==> config.mk <==
export PLATFORM = sky130hd
export DESIGN_NAME = grid_scan_driver
export DESIGN_NICKNAME = d
export VERILOG_FILES = /design/src/rtl/life_pkg.sv /design/src/rtl/dwell_counter.sv /design/src/rtl/grid_scan_driver.sv
export SDC_FILE = /design/constraint.sdc
export NUM_CORES = 1
export LEC_CHECK = 0
export ABC_AREA = 1
export BUFFER_PORTS_ARGS = -buffer_cell sky130_fd_sc_hd__buf_2
export CORE_MARGIN = 2
export CORE_UTILIZATION = 25
export CTS_CLUSTER_DIAMETER = 80
export CTS_CLUSTER_SIZE = 16
export DETAILED_ROUTE_END_ITERATION = 8
export HOLD_SLACK_MARGIN = 0.03
export PLACE_DENSITY = 0.49
export RECOVER_POWER = 50
export SYNTH_ARGS = -nofsm -noshare
export SYNTH_HDL_FRONTEND = slang
export SYNTH_SLANG_ARGS = --single-unit
export TNS_END_PERCENT = 100
==> constraint.sdc <==
create_clock -name clk -period 2.2 [get_ports clk]
set_clock_uncertainty 0.15 [all_clocks]
set_input_delay 0.44 -clock clk [delete_from_list [all_inputs] [get_ports clk]]
set_output_delay 0.44 -clock clk [all_outputs]
set_load 0.02 [all_outputs]
==> src/rtl/life_pkg.sv <==
// life_pkg: shared types and constants for the Game of Life grid path.
//   GRID_ROWS / GRID_COLS / GRID_W : grid geometry (8 x 8 = 64 cells)
//   grid_t                         : one generation, bit r*8+c is row r, column c
//   scan_state_t                   : scan driver FSM states
//   grid_row()                     : extracts the 8 column bits of one row
package life_pkg;

  localparam int GRID_ROWS = 8;
  localparam int GRID_COLS = 8;
  localparam int GRID_W    = 64;

  typedef logic [GRID_W-1:0] grid_t;

  typedef enum logic [1:0] {
    IDLE  = 2'd0,
    SCAN  = 2'd1,
    BLANK = 2'd2
  } scan_state_t;

  // Column bits of row r; the index {r, 3'b000} is r*8 without a multiplier.
  function automatic logic [GRID_COLS-1:0] grid_row(input grid_t g, input logic [2:0] r);
    grid_row = g[{r, 3'b000} +: GRID_COLS];
  endfunction

endpackage

==> src/rtl/dwell_counter.sv <==
// dwell_counter: up-counter with synchronous clear, count enable and a
// runtime terminal value. Counts 0..last, wraps to 0 after last while enabled.
//   clk, reset  : clock, asynchronous active-low reset
//   clear       : force the count to 0 on the next edge (wins over en)
//   en          : advance the count
//   last        : terminal value (phase length - 1)
//   count_next  : value the counter takes at the next edge
//   tc          : count == last
module dwell_counter #(
  parameter int W = 4
) (
  input  logic         clk,
  input  logic         reset,
  input  logic         clear,
  input  logic         en,
  input  logic [W-1:0] last,
  output logic [W-1:0] count_next,
  output logic         tc
);

  logic [W-1:0] count_r;

  assign tc = (count_r == last);

  // Next count: clear dominates, then wrap-at-terminal increment, else hold.
  always_comb begin
    count_next = count_r;
    if (clear) begin
      count_next = {W{1'b0}};
    end else if (en) begin
      if (tc) begin
        count_next = {W{1'b0}};
      end else begin
        count_next = count_r + W'(1'b1);
      end
    end else begin
      count_next = count_r;
    end
  end

  // Count register.
  always_ff @(posedge clk or negedge reset) begin
    if (!reset) begin
      count_r <= {W{1'b0}};
    end else begin
      count_r <= count_next;
    end
  end

endmodule

==> src/rtl/grid_scan_driver.sv <==
// grid_scan_driver: takes 64-bit Game of Life generations and scans them out
// row by row to an 8x8 LED matrix. A new generation is held in a pending
// buffer and only becomes visible at a frame boundary, so frames never tear.
//
// Build option: define SCAN_BLANKING_EN to insert BLANK_CYCLES all-off cycles
// after every row (including row 7) to suppress ghosting.
//
// Ports:
//   clk        : system clock, rising edge
//   reset      : asynchronous active-low reset
//   grid       : generation from the core, bit r*8+c = row r, column c
//   grid_valid : one-cycle strobe, grid holds a new generation
//   en         : scan enable; low blanks the outputs and freezes the scan
//   row_sel    : one-hot row drive, active high
//   col_data   : column data of the selected row
//   frame_done : high during the final scan cycle of row 7
//   grid_drop  : pulse when an undisplayed pending grid is overwritten
module grid_scan_driver
  import life_pkg::*;
#(
  parameter int DWELL_CYCLES = 1000,
  parameter int BLANK_CYCLES = 4
) (
  input  logic        clk,
  input  logic        reset,
  input  logic [63:0] grid,
  input  logic        grid_valid,
  input  logic        en,
  output logic [7:0]  row_sel,
  output logic [7:0]  col_data,
  output logic        frame_done,
  output logic        grid_drop
);

  // One counter serves both phases, so it is sized for the longer one.
  localparam int CNT_MAX = (DWELL_CYCLES > BLANK_CYCLES) ? DWELL_CYCLES : BLANK_CYCLES;
  localparam int CNT_W   = (CNT_MAX > 1) ? $clog2(CNT_MAX) : 1;
  localparam logic [CNT_W-1:0] DWELL_LAST = CNT_W'(DWELL_CYCLES - 1);
`ifdef SCAN_BLANKING_EN
  localparam logic [CNT_W-1:0] BLANK_LAST = CNT_W'(BLANK_CYCLES - 1);
`endif

  scan_state_t      state_r, state_s;
  logic [2:0]       row_r, row_s;
  grid_t            active_r, active_s;
  grid_t            pending_r, pending_s;
  logic             pending_valid_r, pending_valid_s;
  logic             grid_drop_r, grid_drop_s;
  logic             frame_done_r, frame_done_s;
  logic [7:0]       row_sel_r, row_sel_s;
  logic [7:0]       col_data_r, col_data_s;
  logic             swap_s;
  logic             cnt_clr_s, cnt_en_s, cnt_tc_s;
  logic [CNT_W-1:0] cnt_last_s, cnt_next_s;

  // Terminal value depends only on the current phase.
`ifdef SCAN_BLANKING_EN
  assign cnt_last_s = (state_r == BLANK) ? BLANK_LAST : DWELL_LAST;
`else
  assign cnt_last_s = DWELL_LAST;
`endif

  dwell_counter #(
    .W (CNT_W)
  ) u_dwell_counter (
    .clk        (clk),
    .reset      (reset),
    .clear      (cnt_clr_s),
    .en         (cnt_en_s),
    .last       (cnt_last_s),
    .count_next (cnt_next_s),
    .tc         (cnt_tc_s)
  );

  // FSM next state, row advance, pending capture and frame-end swap.
  always_comb begin
    state_s         = state_r;
    row_s           = row_r;
    active_s        = active_r;
    pending_s       = pending_r;
    pending_valid_s = pending_valid_r;
    grid_drop_s     = 1'b0;
    cnt_clr_s       = 1'b0;
    cnt_en_s        = 1'b0;
    swap_s          = 1'b0;

    case (state_r)
      IDLE: begin
        if (grid_valid) begin
          active_s  = grid;
          row_s     = 3'd0;
          cnt_clr_s = 1'b1;
          state_s   = SCAN;
        end else begin
          state_s   = IDLE;
        end
      end
      SCAN: begin
        if (en) begin
          if (cnt_tc_s) begin
            cnt_clr_s = 1'b1;
            // Row 7 wraps to 0 through the 3-bit add; that is the frame end.
            row_s     = row_r + 3'd1;
            swap_s    = (row_r == 3'd7);
`ifdef SCAN_BLANKING_EN
            state_s   = BLANK;
`else
            state_s   = SCAN;
`endif
          end else begin
            cnt_en_s  = 1'b1;
          end
        end else begin
          cnt_en_s = 1'b0;
        end
      end
`ifdef SCAN_BLANKING_EN
      BLANK: begin
        // Row was already advanced on entry, so SCAN resumes at the next row.
        if (en) begin
          if (cnt_tc_s) begin
            cnt_clr_s = 1'b1;
            state_s   = SCAN;
          end else begin
            cnt_en_s  = 1'b1;
          end
        end else begin
          cnt_en_s = 1'b0;
        end
      end
`endif
      default: begin
        state_s = IDLE;
      end
    endcase

    // A grid arriving on the swap cycle bypasses pending and is never a drop.
    if (swap_s) begin
      if (grid_valid) begin
        active_s = grid;
      end else if (pending_valid_r) begin
        active_s = pending_r;
      end else begin
        active_s = active_r;
      end
      pending_valid_s = 1'b0;
    end else if (grid_valid && (state_r != IDLE)) begin
      pending_s       = grid;
      pending_valid_s = 1'b1;
      grid_drop_s     = pending_valid_r;
    end else begin
      pending_valid_s = pending_valid_r;
    end
  end

  // Output images computed from next-state values so the registers line up
  // with the state they describe.
  always_comb begin
    row_sel_s    = 8'h00;
    col_data_s   = 8'h00;
    frame_done_s = 1'b0;
    if (state_s == SCAN) begin
      row_sel_s    = 8'h01 << row_s;
      col_data_s   = grid_row(active_s, row_s);
      frame_done_s = (row_s == 3'd7) && (cnt_next_s == DWELL_LAST);
    end else begin
      row_sel_s    = 8'h00;
      col_data_s   = 8'h00;
      frame_done_s = 1'b0;
    end
  end

  // State, grid buffers and registered outputs.
  always_ff @(posedge clk or negedge reset) begin
    if (!reset) begin
      state_r         <= IDLE;
      row_r           <= 3'd0;
      active_r        <= 64'd0;
      pending_r       <= 64'd0;
      pending_valid_r <= 1'b0;
      grid_drop_r     <= 1'b0;
      frame_done_r    <= 1'b0;
      row_sel_r       <= 8'h00;
      col_data_r      <= 8'h00;
    end else begin
      state_r         <= state_s;
      row_r           <= row_s;
      active_r        <= active_s;
      pending_r       <= pending_s;
      pending_valid_r <= pending_valid_s;
      grid_drop_r     <= grid_drop_s;
      frame_done_r    <= frame_done_s;
      row_sel_r       <= row_sel_s;
      col_data_r      <= col_data_s;
    end
  end

  // en only masks the matrix drive; the scan position stays where it is.
  assign row_sel    = en ? row_sel_r  : 8'h00;
  assign col_data   = en ? col_data_r : 8'h00;
  assign frame_done = frame_done_r;
  assign grid_drop  = grid_drop_r;

endmodule

==> results of run 1 <==
what timing repair did:
item	4_1_cts	5_1_grt
gates cloned	1	4
buffers inserted	5	14
endpoints found under the hold margin	33	0
setup endpoints to repair	9	45
hold buffers	1	0
pin swaps	16	42
resized for setup	22	162
cells by family after synthesis:
logic type,synth area share
AND/OR/NAND/NOR,0.302
buffers and inverters,0.106
AO/OA/AOI/OAI,0.135
flip-flops,0.437
multiplexers,0.0121
XOR/XNOR,0.00378
adder cells (fa/ha/maj),0.00404
other,0.000404
area by class of cell:
cell class	count	area, µm²	share of cell area
multi-input combinational	890	4640	0.374
sequential	162	4060	0.327
timing repair buffer	235	1960	0.158
inverter	161	609	0.0491
tap	468	586	0.0472
clock buffer	18	429	0.0346
clock inverter	14	138	0.0111
synthesized netlist by cell type (2+ instances only):
cell type | instances | area, µm²
sky130_fd_sc_hd__nand3_2 | 2 | 20.0
sky130_fd_sc_hd__nor2_2 | 8 | 50.1
sky130_fd_sc_hd__or2_2 | 4 | 25.0
sky130_fd_sc_hd__o211ai_1 | 2 | 15.0
sky130_fd_sc_hd__nor3_1 | 7 | 35.0
sky130_fd_sc_hd__nor2_4 | 4 | 45.0
sky130_fd_sc_hd__o221ai_1 | 10 | 87.6
sky130_fd_sc_hd__a21boi_0 | 4 | 30.0
sky130_fd_sc_hd__o22ai_1 | 37 | 231
sky130_fd_sc_hd__buf_6 | 3 | 33.8
sky130_fd_sc_hd__o21ai_2 | 7 | 61.3
sky130_fd_sc_hd__buf_1 | 8 | 30.0
sky130_fd_sc_hd__nor2_1 | 81 | 304
sky130_fd_sc_hd__nand2_1 | 397 | 1490
sky130_fd_sc_hd__nand2_4 | 3 | 33.8
sky130_fd_sc_hd__inv_1 | 151 | 567
sky130_fd_sc_hd__o21ai_1 | 15 | 75.1
sky130_fd_sc_hd__nand4_1 | 13 | 81.3
sky130_fd_sc_hd__or2_1 | 2 | 12.5
sky130_fd_sc_hd__nand3b_1 | 4 | 30.0
sky130_fd_sc_hd__buf_4 | 9 | 67.6
sky130_fd_sc_hd__clkbuf_1 | 25 | 93.8
sky130_fd_sc_hd__a21oi_1 | 36 | 180
sky130_fd_sc_hd__dfrtp_1 | 162 | 4050
sky130_fd_sc_hd__ha_1 | 3 | 37.5
sky130_fd_sc_hd__xor2_1 | 3 | 26.3
sky130_fd_sc_hd__o21ai_0 | 103 | 515
sky130_fd_sc_hd__inv_2 | 10 | 37.5
sky130_fd_sc_hd__nand2_2 | 6 | 37.5
sky130_fd_sc_hd__nand3_1 | 117 | 586
sky130_fd_sc_hd__mux2_2 | 10 | 113
sky130_fd_sc_hd__buf_2 | 30 | 150
sky130_fd_sc_hd__a22oi_1 | 3 | 22.5
state kept, by name (all words and copies together) (netlist names):
register	count
active_r	64
col_data_r	8
frame_done	1
grid_drop	1
pending_r	64
pending_valid_r	1
row_r	3
row_sel_r	8
state_r	2
u_dwell_counter.count_r	10
worst max-delay path, cell delays in order, from the launching register on:
cell and delay [ns]:
sky130_fd_sc_hd__dfrtp_1 0.36, sky130_fd_sc_hd__ha_2 0.21, sky130_fd_sc_hd__inv_2 0.06, sky130_fd_sc_hd__nor2_4 0.12
sky130_fd_sc_hd__inv_2 0.05, sky130_fd_sc_hd__nor2_4 0.13, sky130_fd_sc_hd__nand3_4 0.15, sky130_fd_sc_hd__buf_12 0.18
sky130_fd_sc_hd__buf_6 0.11, sky130_fd_sc_hd__nand3_4 0.11, sky130_fd_sc_hd__buf_12 0.19, sky130_fd_sc_hd__mux2_4 0.31
power by group:
| group | internal (W) | switching [W] | leakage, nW |
|---|---|---|---|
| logic | 0.000828 | 0.00110 | 3.90 |
| registers | 0.00342 | 0.000256 | 1.92 |
| clock network | 0.00151 | 0.00147 | 0.273 |
| total | 0.00575 | 0.00282 | 6.10 |
metrics by stage:
step	worst slack [ns]	util	TNS, ns
6_report	-0.0467	0.339	-0.360
3_5_place_dp	-0.0800	0.303	-0.397
5_1_grt	-0.168	0.339	-6.12
2_1_floorplan	0.0865	-	0
3_3_place_gp	-0.0801	0.303	-0.298
4_1_cts	-0.0439	0.323	-0.220
metal layers:
| metal | track usage | routed length (µm) |
|---|---|---|
| met4 | 0.0370 | 357 |
| met2 | 0.276 | 14900 |
| met3 | 0.0260 | 1040 |
| met5 | 0 | 0 |
| met1 | 0.216 | 14600 |
final timing paths:
check	to	slack [ns]	cells after the start
worst max-delay path	pending_r[13]	-0.05	11
worst min-delay path	pending_r[60]	0.10	2
worst max register to register	pending_r[13]	-0.05	11
worst min register to register	pending_r[20]	0.34	2
max in group asynchronous	pending_valid_r	0.28	3
min in group asynchronous	pending_r[19]	0.54	2
==> flow_summary.rst, run 1 <==
.. list-table::
   :header-rows: 1

   * - Metric
     - Value
   * - CTS buffer count
     - 17
   * - Routability-driven placement congestion ratio
     - 0.850
   * - Slew of the pin with the lowest slew margin
     - 0.982 ns
   * - Setup CP Type
     - flip-flop to flip-flop
   * - Synthesized net count
     - 1359
   * - Violated checks
     - setup timing
   * - H-Tree Depth
     - 4
   * - Post-route cell area
     - 0.0124 mm²
   * - Commonest non-fill, non-tap cells in the layout
     - sky130_fd_sc_hd__nand2_1 (355), sky130_fd_sc_hd__dfrtp_1 (161), sky130_fd_sc_hd__inv_1 (140)
   * - DR WL/cell
     - 15.8 µm
   * - Die Footprint
     - 0.0387 mm²
   * - Smallest setup slack after layout
     - -0.0467 ns
   * - Vert. Die Dim
     - 197 µm
   * - Maximum resistive drop on vdd
     - 0.490 mV
   * - Maximum frequency from static timing analysis
     - 445 MHz
   * - Max_slew headroom
     - 0.345
   * - CTS clock-pin slew for the worst setup and hold paths
     - 0.07 ns
   * - Synth warn
     - 0
   * - Clk buf depth
     - 2
   * - Maxcap violations
     - 0
   * - Final count of pins violating max slew
     - 0
   * - Non-filler instance count after layout
     - 1948
   * - Design Power
     - 0.00857 W
   * - Net count, final
     - 1538
   * - Final setup viols
     - 11
   * - Wire length of the first global-routing pass
     - 49400 µm
   * - Number of rows in the core area
     - 70
   * - Min cycle time layout
     - 2.25 ns
   * - EDFF count, synth
     - 0
   * - Ratio of total power to cell area
     - 691 mW/mm²
   * - Die X
     - 197 µm
   * - Yosys reg bits
     - 162
   * - Clock sink count
     - 162
   * - CTS Root Cell
     - sky130_fd_sc_hd__clkbuf_16
   * - Count of buffers from port buffering
     - 85
   * - Number of global-route vias before repair
     - 9141
   * - Final HPWL from detailed placement
     - 21300 µm
   * - Startpoint Class
     - flip-flop
   * - Worst EP required
     - 2.38 ns
   * - Antenna violations before repair
     - 0
   * - Final ANT Viol Nets
     - 0
   * - Final-report hold violation count
     - 0
   * - Top FF cell, synth
     - sky130_fd_sc_hd__dfrtp_1
   * - Most common cell after layout, fill and taps aside
     - sky130_fd_sc_hd__nand2_1
   * - Pin count of the biggest net entering global routing
     - 55
   * - Global route total overflow
     - 0
   * - Fraction of synthesis flops using an asynchronous set or reset pin
     - 1.00
   * - Unrepaired setup endpoints after global routing
     - yes
   * - Count of mapped cells out of synthesis
     - 1288
   * - Post-route DRC
     - 0
   * - Status
     - complete, but fails checks
   * - Number of vias after detailed routing
     - 9070
   * - Post-synthesis to final-layout area growth
     - 33.7%
   * - Endpoint class of the critical path
     - flip-flop
   * - Synth cell types
     - 42
   * - Total I/O pin count
     - 86
   * - 1st-pass router iterations
     - 7
   * - Post-DP Area
     - 0.0111 mm²
   * - All-Layer GR Usage
     - 0.162
   * - Starting density of the core
     - 0.254
   * - Clk_lat worst skew
     - 0.45 ns
   * - Standard cell core area
     - 0.0366 mm²
   * - CTS tree
     - done
   * - Startpoint of the most critical hold path
     - grid[60]
   * - Number of diodes
     - 0
   * - Total routed wirelength
     - 30800 µm
   * - Leakage power
     - 6.10 nW
   * - Worst Setup SP
     - u_dwell_counter.count_r[0]
   * - Ratio of cells with drive above 1 in the final layout
     - 0.279
   * - Count of routing violations after the opening detailed-route iteration
     - 573
   * - Drt via density
     - 4.66
   * - Proportion of synthesized chip area in sequential cells
     - 0.437
   * - R2R Path Start
     - u_dwell_counter.count_r[0]
   * - Number of filler instances in the final layout
     - 3951
   * - Crit Path Max Fanout
     - 8
   * - Total placed cells including tap cells
     - 1891
   * - Fin crit share
     - 1.02
   * - Tightest hold margin
     - 0.103 ns
   * - Worst Path Arrival
     - 2.43 ns
   * - Classification of the worst-slack hold path
     - primary input to flip-flop
   * - Synthesized area per cell
     - 7.21 µm²
   * - Combined area of all synthesized cells
     - 0.00928 mm²
(Power assumes the default switching activity.)
==> run 2, diff against run 1 <==
CORE_MARGIN = unset   (was 2)
HOLD_SLACK_MARGIN = 0.06   (was 0.03)
==> flow_summary.rst, run 2 (synthesis gave the netlist of run 1 again) <==
.. list-table::
   :header-rows: 1

   * - Metric
     - Value
   * - Die X
     - 195 µm (-1.0%)
   * - CTS tree
     - done
   * - Most common cell after layout, fill and taps aside
     - sky130_fd_sc_hd__nand2_1
   * - Min cycle time layout
     - 2.20 ns (-0.0495 ns)
   * - Total I/O pin count
     - 86 (unchanged)
   * - Count of buffers from port buffering
     - 85 (unchanged)
   * - Post-DP Area
     - 0.0111 mm² (-0.20%)
   * - Fin crit share
     - 0.999 (-0.0225)
   * - CTS buffer count
     - 17 (unchanged)
   * - CTS clock-pin slew for the worst setup and hold paths
     - 0.07 ns (about the same)
   * - Number of vias after detailed routing
     - 8877 (-2.1%)
   * - Number of rows in the core area
     - 70 (unchanged)
   * - Clk_lat worst skew
     - 0.45 ns (about the same)
   * - Net count, final
     - 1519 (-1.2%)
   * - Maximum frequency from static timing analysis
     - 455 MHz (+2.3%)
   * - Final core area utilization
     - 0.329 (-0.00957)
   * - Setup CP Type
     - flip-flop to flip-flop
   * - Final setup viols
     - 0 (-11)
   * - Post-route cell area
     - 0.0121 mm² (-2.8%)
   * - Worst Path Arrival
     - 2.39 ns (-0.04 ns)
   * - Startpoint of the most critical hold path
     - grid[9]
   * - End point of the worst hold path
     - pending_r[9]
   * - Die Footprint
     - 0.0379 mm² (-2.0%)
   * - Slew of the pin with the lowest slew margin
     - 0.799 ns (-0.183 ns)
   * - 1st-pass router iterations
     - 5 (-2)
   * - Wire length of the first global-routing pass
     - 48300 µm (-2.2%)
   * - Count of routing violations after the opening detailed-route iteration
     - 501 (-13%)
   * - Sequential share of power
     - 0.422 (-0.007)
   * - Delay of the slowest cell on the worst path
     - 0.40 ns (+0.04 ns)
   * - Unrepaired setup endpoints after global routing
     - yes
   * - H-Tree Depth
     - 4 (unchanged)
   * - Ratio of cells with drive above 1 in the final layout
     - 0.240 (-0.0395)
   * - Vert. Die Dim
     - 195 µm (-1.0%)
   * - Hold path cells
     - 2 (unchanged)
   * - Drt via density
     - 4.60 (-1.2%)
   * - Final ANT Viol Nets
     - 0 (unchanged)
   * - Status
     - finished clean
   * - Post-synthesis to final-layout area growth
     - 29.9%
   * - CTS Root Cell
     - sky130_fd_sc_hd__clkbuf_16
   * - Total routed wirelength
     - 29700 µm (-3.8%)
   * - Crit Path Max Fanout
     - 5 (-3)
   * - Worst path slowest cell
     - sky130_fd_sc_hd__dfrtp_1
   * - Max_slew headroom
     - 0.468 (+0.122)
   * - Global route total overflow
     - 0 (unchanged)
   * - DR WL/cell
     - 15.4 µm (-2.8%)
   * - Commonest non-fill, non-tap cells in the layout
     - sky130_fd_sc_hd__nand2_1 (383), sky130_fd_sc_hd__dfrtp_1 (160), sky130_fd_sc_hd__inv_1 (147)
   * - Internal power component
     - 0.00599 W (+4.2%)
   * - Standard cell core area
     - 0.0366 mm² (unchanged)
   * - Ratio of total power to cell area
     - 720 mW/mm² (+4.3%)
   * - Largest regs
     - active_r x64, pending_r x64, u_dwell_counter.count_r x10
   * - Combinational fraction of design power
     - 0.206 (-0.019)
   * - Cells along the critical path
     - ha_4 > nand2_4 > nor2_4 > nand3_2 > nor2_4 > nand3_4 > nand2_4 > nand2_8 > nor2_4 > buf_4 > nand2_1 > nand2_1 > nor2_1 > nor2_1 > nor2_1
   * - Classification of the worst-slack hold path
     - primary input to flip-flop
   * - Tightest hold margin
     - 0.0892 ns (-0.0140 ns)
   * - Flop2flop setup slack
     - 0.003 ns (+0.05 ns)
   * - Endpoint class of the critical path
     - flip-flop
   * - Clock sink count
     - 162 (unchanged)
   * - Sw Ratio
     - 0.310 (-0.0188)
   * - Number of diodes
     - 0 (unchanged)
   * - Leakage power
     - 5.98 nW (-2.0%)
   * - Antenna violations before repair
     - 0 (unchanged)
   * - Portion of total power attributed to the clock network
     - 0.372 (+0.025)
   * - Maximum resistive drop on vdd
     - 0.557 mV (+14%)
   * - Final HPWL from detailed placement
     - 20900 µm (-1.7%)
   * - Final-report hold violation count
     - 0 (unchanged)
   * - R2R Path Start
     - u_dwell_counter.count_r[1]
   * - Pin count of the biggest net entering global routing
     - 63 (+15%)
   * - Number of filler instances in the final layout
     - 3940 (-0.28%)
   * - Psw
     - 0.00269 W (-4.5%)
   * - Worst EP required
     - 2.39 ns (about the same)
   * - Register-to-Register Path Depth
     - 15 (+4)
   * - Worst flop-to-flop path endpoint
     - col_data_r[2]
   * - Post-route DRC
     - 0 (unchanged)
   * - Starting density of the core
     - 0.254 (unchanged)
   * - All-Layer GR Usage
     - 0.161 (-0.000594)
   * - Maxcap violations
     - 0 (unchanged)
   * - Number of global-route vias before repair
     - 8905 (-2.6%)
   * - Startpoint Class
     - flip-flop
   * - Final count of pins violating max slew
     - 0 (unchanged)
   * - Routability-driven placement congestion ratio
     - 0.798 (-6.2%)
   * - Clk buf depth
     - 2 (unchanged)
## run 2: cell count changes in the layout (fill, tap and decap cells not counted), moves of 5 or more
| cell | previous run | this run |
|---|---|---|
| sky130_fd_sc_hd__buf_6 | 17 | 10 |
| sky130_fd_sc_hd__nand2_2 | 40 | 13 |
| sky130_fd_sc_hd__nand3_2 | 7 | 2 |
| sky130_fd_sc_hd__nand2_1 | 355 | 383 |
| sky130_fd_sc_hd__mux2_4 | 5 | 0 |
| sky130_fd_sc_hd__mux2_2 | 5 | 10 |
| sky130_fd_sc_hd__buf_4 | 107 | 99 |
| sky130_fd_sc_hd__o21ai_1 | 44 | 24 |
| sky130_fd_sc_hd__o21ai_0 | 61 | 83 |
| sky130_fd_sc_hd__inv_2 | 20 | 12 |
| sky130_fd_sc_hd__inv_1 | 140 | 147 |
| sky130_fd_sc_hd__nand3_1 | 108 | 115 |
## run 2: power groups by stage
stage / combinational (W) / clock (W) / sequential (W)
after floorplan: 0.00106 / 0 / 0.00365
after global placement: 0.00170 / 0 / 0.00370
after detailed placement: 0.00172 / 0 / 0.00371
after CTS: 0.00174 / 0.00330 / 0.00366
after global routing: 0.00204 / 0.00343 / 0.00372
final: 0.00179 / 0.00323 / 0.00367
## run 2: layout make-up
| type | count | area, µm² | area share |
|---|---|---|---|
| clock buffer | 18 | 429 | 0.0356 |
| clock inverter | 14 | 189 | 0.0157 |
| inverter | 161 | 617 | 0.0512 |
| multi-input combinational | 890 | 4480 | 0.371 |
| sequential | 162 | 4060 | 0.336 |
| tap | 468 | 586 | 0.0486 |
| timing repair buffer | 216 | 1700 | 0.141 |
## run 2: worst max-delay path by stage
stage | from | endpoint | slack (ns) | cells past startpoint
final | u_dwell_counter.count_r[1] | col_data_r[2] | 0.003 | 15
after global routing | u_dwell_counter.count_r[0] | col_data_r[6] | -0.11 | 16
after CTS | u_dwell_counter.count_r[1] | col_data_r[6] | -0.03 | 16
after detailed placement | u_dwell_counter.count_r[0] | col_data_r[0] | -0.12 | 13
after global placement | u_dwell_counter.count_r[0] | col_data_r[0] | -0.1 | 13
after floorplan | u_dwell_counter.count_r[0] | col_data_r[5] | 0.09 | 15
## run 2: worst max-delay path: cells and delay by family, from the launching register on
kind,cells,cell delay [ns]
adders and majority gates,1,0.17
buffers and inverters,1,0.15
and+or+nand+nor,13,1.21
DFF,1,0.40
## run 2: routing by layer
metal / global-route usage / vias to the layer above / share of wire
met2: 0.262 / 213 / 0.46
met3: 0.0226 / 35 / 0.041
met1: 0.220 / 4174 / 0.48
li1: - / 4455 / -
met4: 0.0523 / 0 / 0.019
met5: 0 / - / 0
## run 2: per-stage QoR
stage	TNS, ns	setup WS (ns)	instances	total power, W
2_1_floorplan	0	0.0865	1288	0.00471
3_3_place_gp	-0.382	-0.0973	1888	0.00540
3_5_place_dp	-1.07	-0.125	1888	0.00542
4_1_cts	-0.0585	-0.0290	1924	0.00870
5_1_grt	-2.80	-0.108	1929	0.00919
6_report	0	0.00276	1929	0.00868
## run 2: repair_timing
| item | 4_1_cts | 5_1_grt |
|---|---|---|
| buffers inserted | 3 | 3 |
| endpoints found under the hold margin | 162 | 0 |
| pin swaps | 14 | 23 |
| resized for setup | 26 | 76 |
| gates cloned | 0 | 2 |
| endpoints found under the setup margin | 52 | 81 |
| hold buffers | 1 | 0 |
==> run 3, diff against run 2 <==
BUFFER_PORTS_ARGS = unset   (was -buffer_cell sky130_fd_sc_hd__buf_2)
CAP_MARGIN = 20   (was unset)
DONT_BUFFER_PORTS = 1   (was unset)
GPL_ROUTABILITY_DRIVEN = 0   (was unset)
PLACE_DENSITY = 0.47   (was 0.49)
==> flow_summary.rst, run 3 (synthesis gave the netlist of run 1 again) <==
.. list-table::
   :header-rows: 1

   * - Metric
     - Value
   * - Status
     - complete, but fails checks
   * - Violated checks
     - hold timing, setup timing
   * - Wire length of the first global-routing pass
     - 48600 µm (+0.73%)
   * - Count of buffers from port buffering
     - 0 (-100%)
   * - Number of rows in the core area
     - 70 (unchanged)
   * - Startpoint Class
     - flip-flop
   * - Post-route DRC
     - 0 (unchanged)
   * - Final setup viols
     - 1 (+1)
   * - Standard cell core area
     - 0.0366 mm² (unchanged)
   * - Final-report hold violation count
     - 162 (+162)
   * - Count of routing violations after the opening detailed-route iteration
     - 506 (+1.0%)
   * - Global route total overflow
     - 0 (unchanged)
   * - Die X
     - 195 µm (unchanged)
   * - CTS Root Cell
     - sky130_fd_sc_hd__clkbuf_16
   * - Starting density of the core
     - 0.254 (unchanged)
   * - Total I/O pin count
     - 86 (unchanged)
   * - Tightest hold margin
     - -0.459 ns (-0.549 ns)
   * - Antenna violations before repair
     - 0 (unchanged)
   * - Classification of the worst-slack hold path
     - primary input to async pin
   * - Ratio of cells with drive above 1 in the final layout
     - 0.184 (-0.0560)
   * - Final ANT Viol Nets
     - 0 (unchanged)
   * - Leakage power
     - 5.90 nW (-1.3%)
   * - Clock sink count
     - 162 (unchanged)
   * - Die Footprint
     - 0.0379 mm² (unchanged)
   * - Smallest setup slack after layout
     - -0.00964 ns (-0.0124 ns)
   * - Maximum frequency from static timing analysis
     - 453 MHz (-0.56%)
   * - Fin crit share
     - 1.00 (+0.00564)
   * - Worst EP required
     - 2.39 ns (about the same)
   * - DR WL/cell
     - 16.7 µm (+8.6%)
   * - Endpoint class of the critical path
     - flip-flop
   * - Post-synthesis to final-layout area growth
     - 32.8%
   * - Worst setup slack after placement
     - -0.118 ns (+0.00647 ns)
   * - Pin count of the biggest net entering global routing
     - 163 (+160%)
   * - Number of diodes
     - 0 (unchanged)
   * - Unrepaired setup endpoints after global routing
     - yes
   * - Largest regs
     - active_r x64, pending_r x64, u_dwell_counter.count_r x10
   * - Final HPWL from detailed placement
     - 19900 µm (-4.8%)
   * - CTS tree
     - done
   * - Commonest non-fill, non-tap cells in the layout
     - sky130_fd_sc_hd__nand2_1 (382), sky130_fd_sc_hd__dfrtp_1 (161), sky130_fd_sc_hd__inv_1 (146)
   * - Min cycle time layout
     - 2.21 ns (+0.0124 ns)
   * - Multi-input gate area in the final layout
     - 0.00444 mm² (-0.78%)
   * - Clk buf depth
     - 2 (unchanged)
   * - Total placed cells including tap cells
     - 1784 (-5.5%)
   * - Final core area utilization
     - 0.337 (+0.00718)
   * - Ratio of total power to cell area
     - 687 mW/mm² (-4.6%)
   * - Number of vias after detailed routing
     - 8975 (+1.1%)
   * - Number of filler instances in the final layout
     - 3886 (-1.4%)
   * - Maximum resistive drop on vdd
     - 0.479 mV (-14%)
   * - CTS clock-pin slew for the worst setup and hold paths
     - 0.07 ns (about the same)
   * - Crit Path Max Fanout
     - 20 (+15)
   * - All-Layer GR Usage
     - 0.164 (+0.00254)
   * - 1st-pass router iterations
     - 5 (unchanged)
   * - Drt via density
     - 4.71 (+2.3%)
   * - Net count, final
     - 1497 (-1.4%)
   * - CTS buffer count
     - 17 (unchanged)
   * - Clk_lat worst skew
     - 0.45 ns (about the same)
   * - Non-filler instance count after layout
     - 1906 (-1.2%)
   * - Total routed wirelength
     - 31800 µm (+7.3%)
   * - Most common cell after layout, fill and taps aside
     - sky130_fd_sc_hd__nand2_1
   * - Design Power
     - 0.00847 W (-2.5%)
   * - H-Tree Depth
     - 4 (unchanged)
   * - Maxcap violations
     - 0 (unchanged)
   * - Worst Path Arrival
     - 2.40 ns (about the same)
   * - Setup CP Type
     - flip-flop to flip-flop
   * - Area of all sequential standard cells
     - 0.00406 mm² (about the same)
   * - Number of global-route vias before repair
     - 8699 (-2.3%)
   * - Vert. Die Dim
     - 195 µm (unchanged)
   * - Final count of pins violating max slew
     - 0 (unchanged)
-- run 3: metal layers --
layer,vias up,global-route usage,share of wire
li1,4430,-,-
met1,4354,0.220,0.47
met3,28,0.0226,0.034
met4,0,0.0485,0.014
met5,-,0,0
met2,163,0.273,0.48
-- run 3: worst paths after layout --
check / start / end / slack [ns] / cells past startpoint
max: u_dwell_counter.count_r[0] / col_data_r[5] / -0.01 / 15
min: reset / pending_r[46] / -0.46 / 0
max reg2reg: u_dwell_counter.count_r[0] / col_data_r[5] / -0.01 / 15
min reg2reg: pending_r[4] / pending_r[4] / 0.34 / 2
max in group asynchronous: reset / pending_r[41] / 2.09 / 0
min in group clk: grid[19] / pending_r[19] / 0.05 / 2
-- run 3: worst max-delay path, cell delays in order (launching register included) --
cell	delay, ns
sky130_fd_sc_hd__dfrtp_1	0.35
sky130_fd_sc_hd__ha_2	0.20
sky130_fd_sc_hd__inv_2	0.05
sky130_fd_sc_hd__nor2_4	0.11
sky130_fd_sc_hd__inv_1	0.07
sky130_fd_sc_hd__nor2_4	0.11
sky130_fd_sc_hd__nand3_4	0.15
sky130_fd_sc_hd__buf_4	0.19
sky130_fd_sc_hd__clkbuf_16	0.18
sky130_fd_sc_hd__nand2_1	0.09
sky130_fd_sc_hd__o21ai_2	0.07
sky130_fd_sc_hd__nand3b_1	0.16
sky130_fd_sc_hd__nand2_2	0.08
sky130_fd_sc_hd__nor2_1	0.04
sky130_fd_sc_hd__nand3_1	0.06
sky130_fd_sc_hd__nand2_1	0.05
-- run 3: stage by stage --
| step | setup TNS (ns) | cell area, µm² |
|---|---|---|
| floorplan | 0 | 9280 |
| global placement | -0.103 | 10500 |
| detailed placement | -0.207 | 10500 |
| CTS | 0 | 11800 |
| global route | -1.81 | 12300 |
| finish | -0.00964 | 12300 |
-- run 3: what timing repair did --
action	in CTS	in global routing
hold endpoints to repair	218	163
hold buffers	56	1
pin swaps	16	19
setup buffers	7	17
setup endpoints to repair	5	61
gates cloned	1	10
gates resized for setup	23	53
-- run 3: power by group --
| part | switching [W] | total (W) | internal, W |
|---|---|---|---|
| clock | 0.00137 | 0.00305 | 0.00168 |
| sequential | 0.000256 | 0.00367 | 0.00342 |
| combinational | 0.000946 | 0.00174 | 0.000795 |
| total | 0.00257 | 0.00847 | 0.00589 |
-- run 3: final cells by class --
class                      count  area share
timing repair buffer         194       0.166
multi-input combinational    890       0.361
clock buffer                  17      0.0345
sequential                   162       0.329
tap                          468      0.0475
clock inverter                14      0.0125
inverter                     161      0.0497
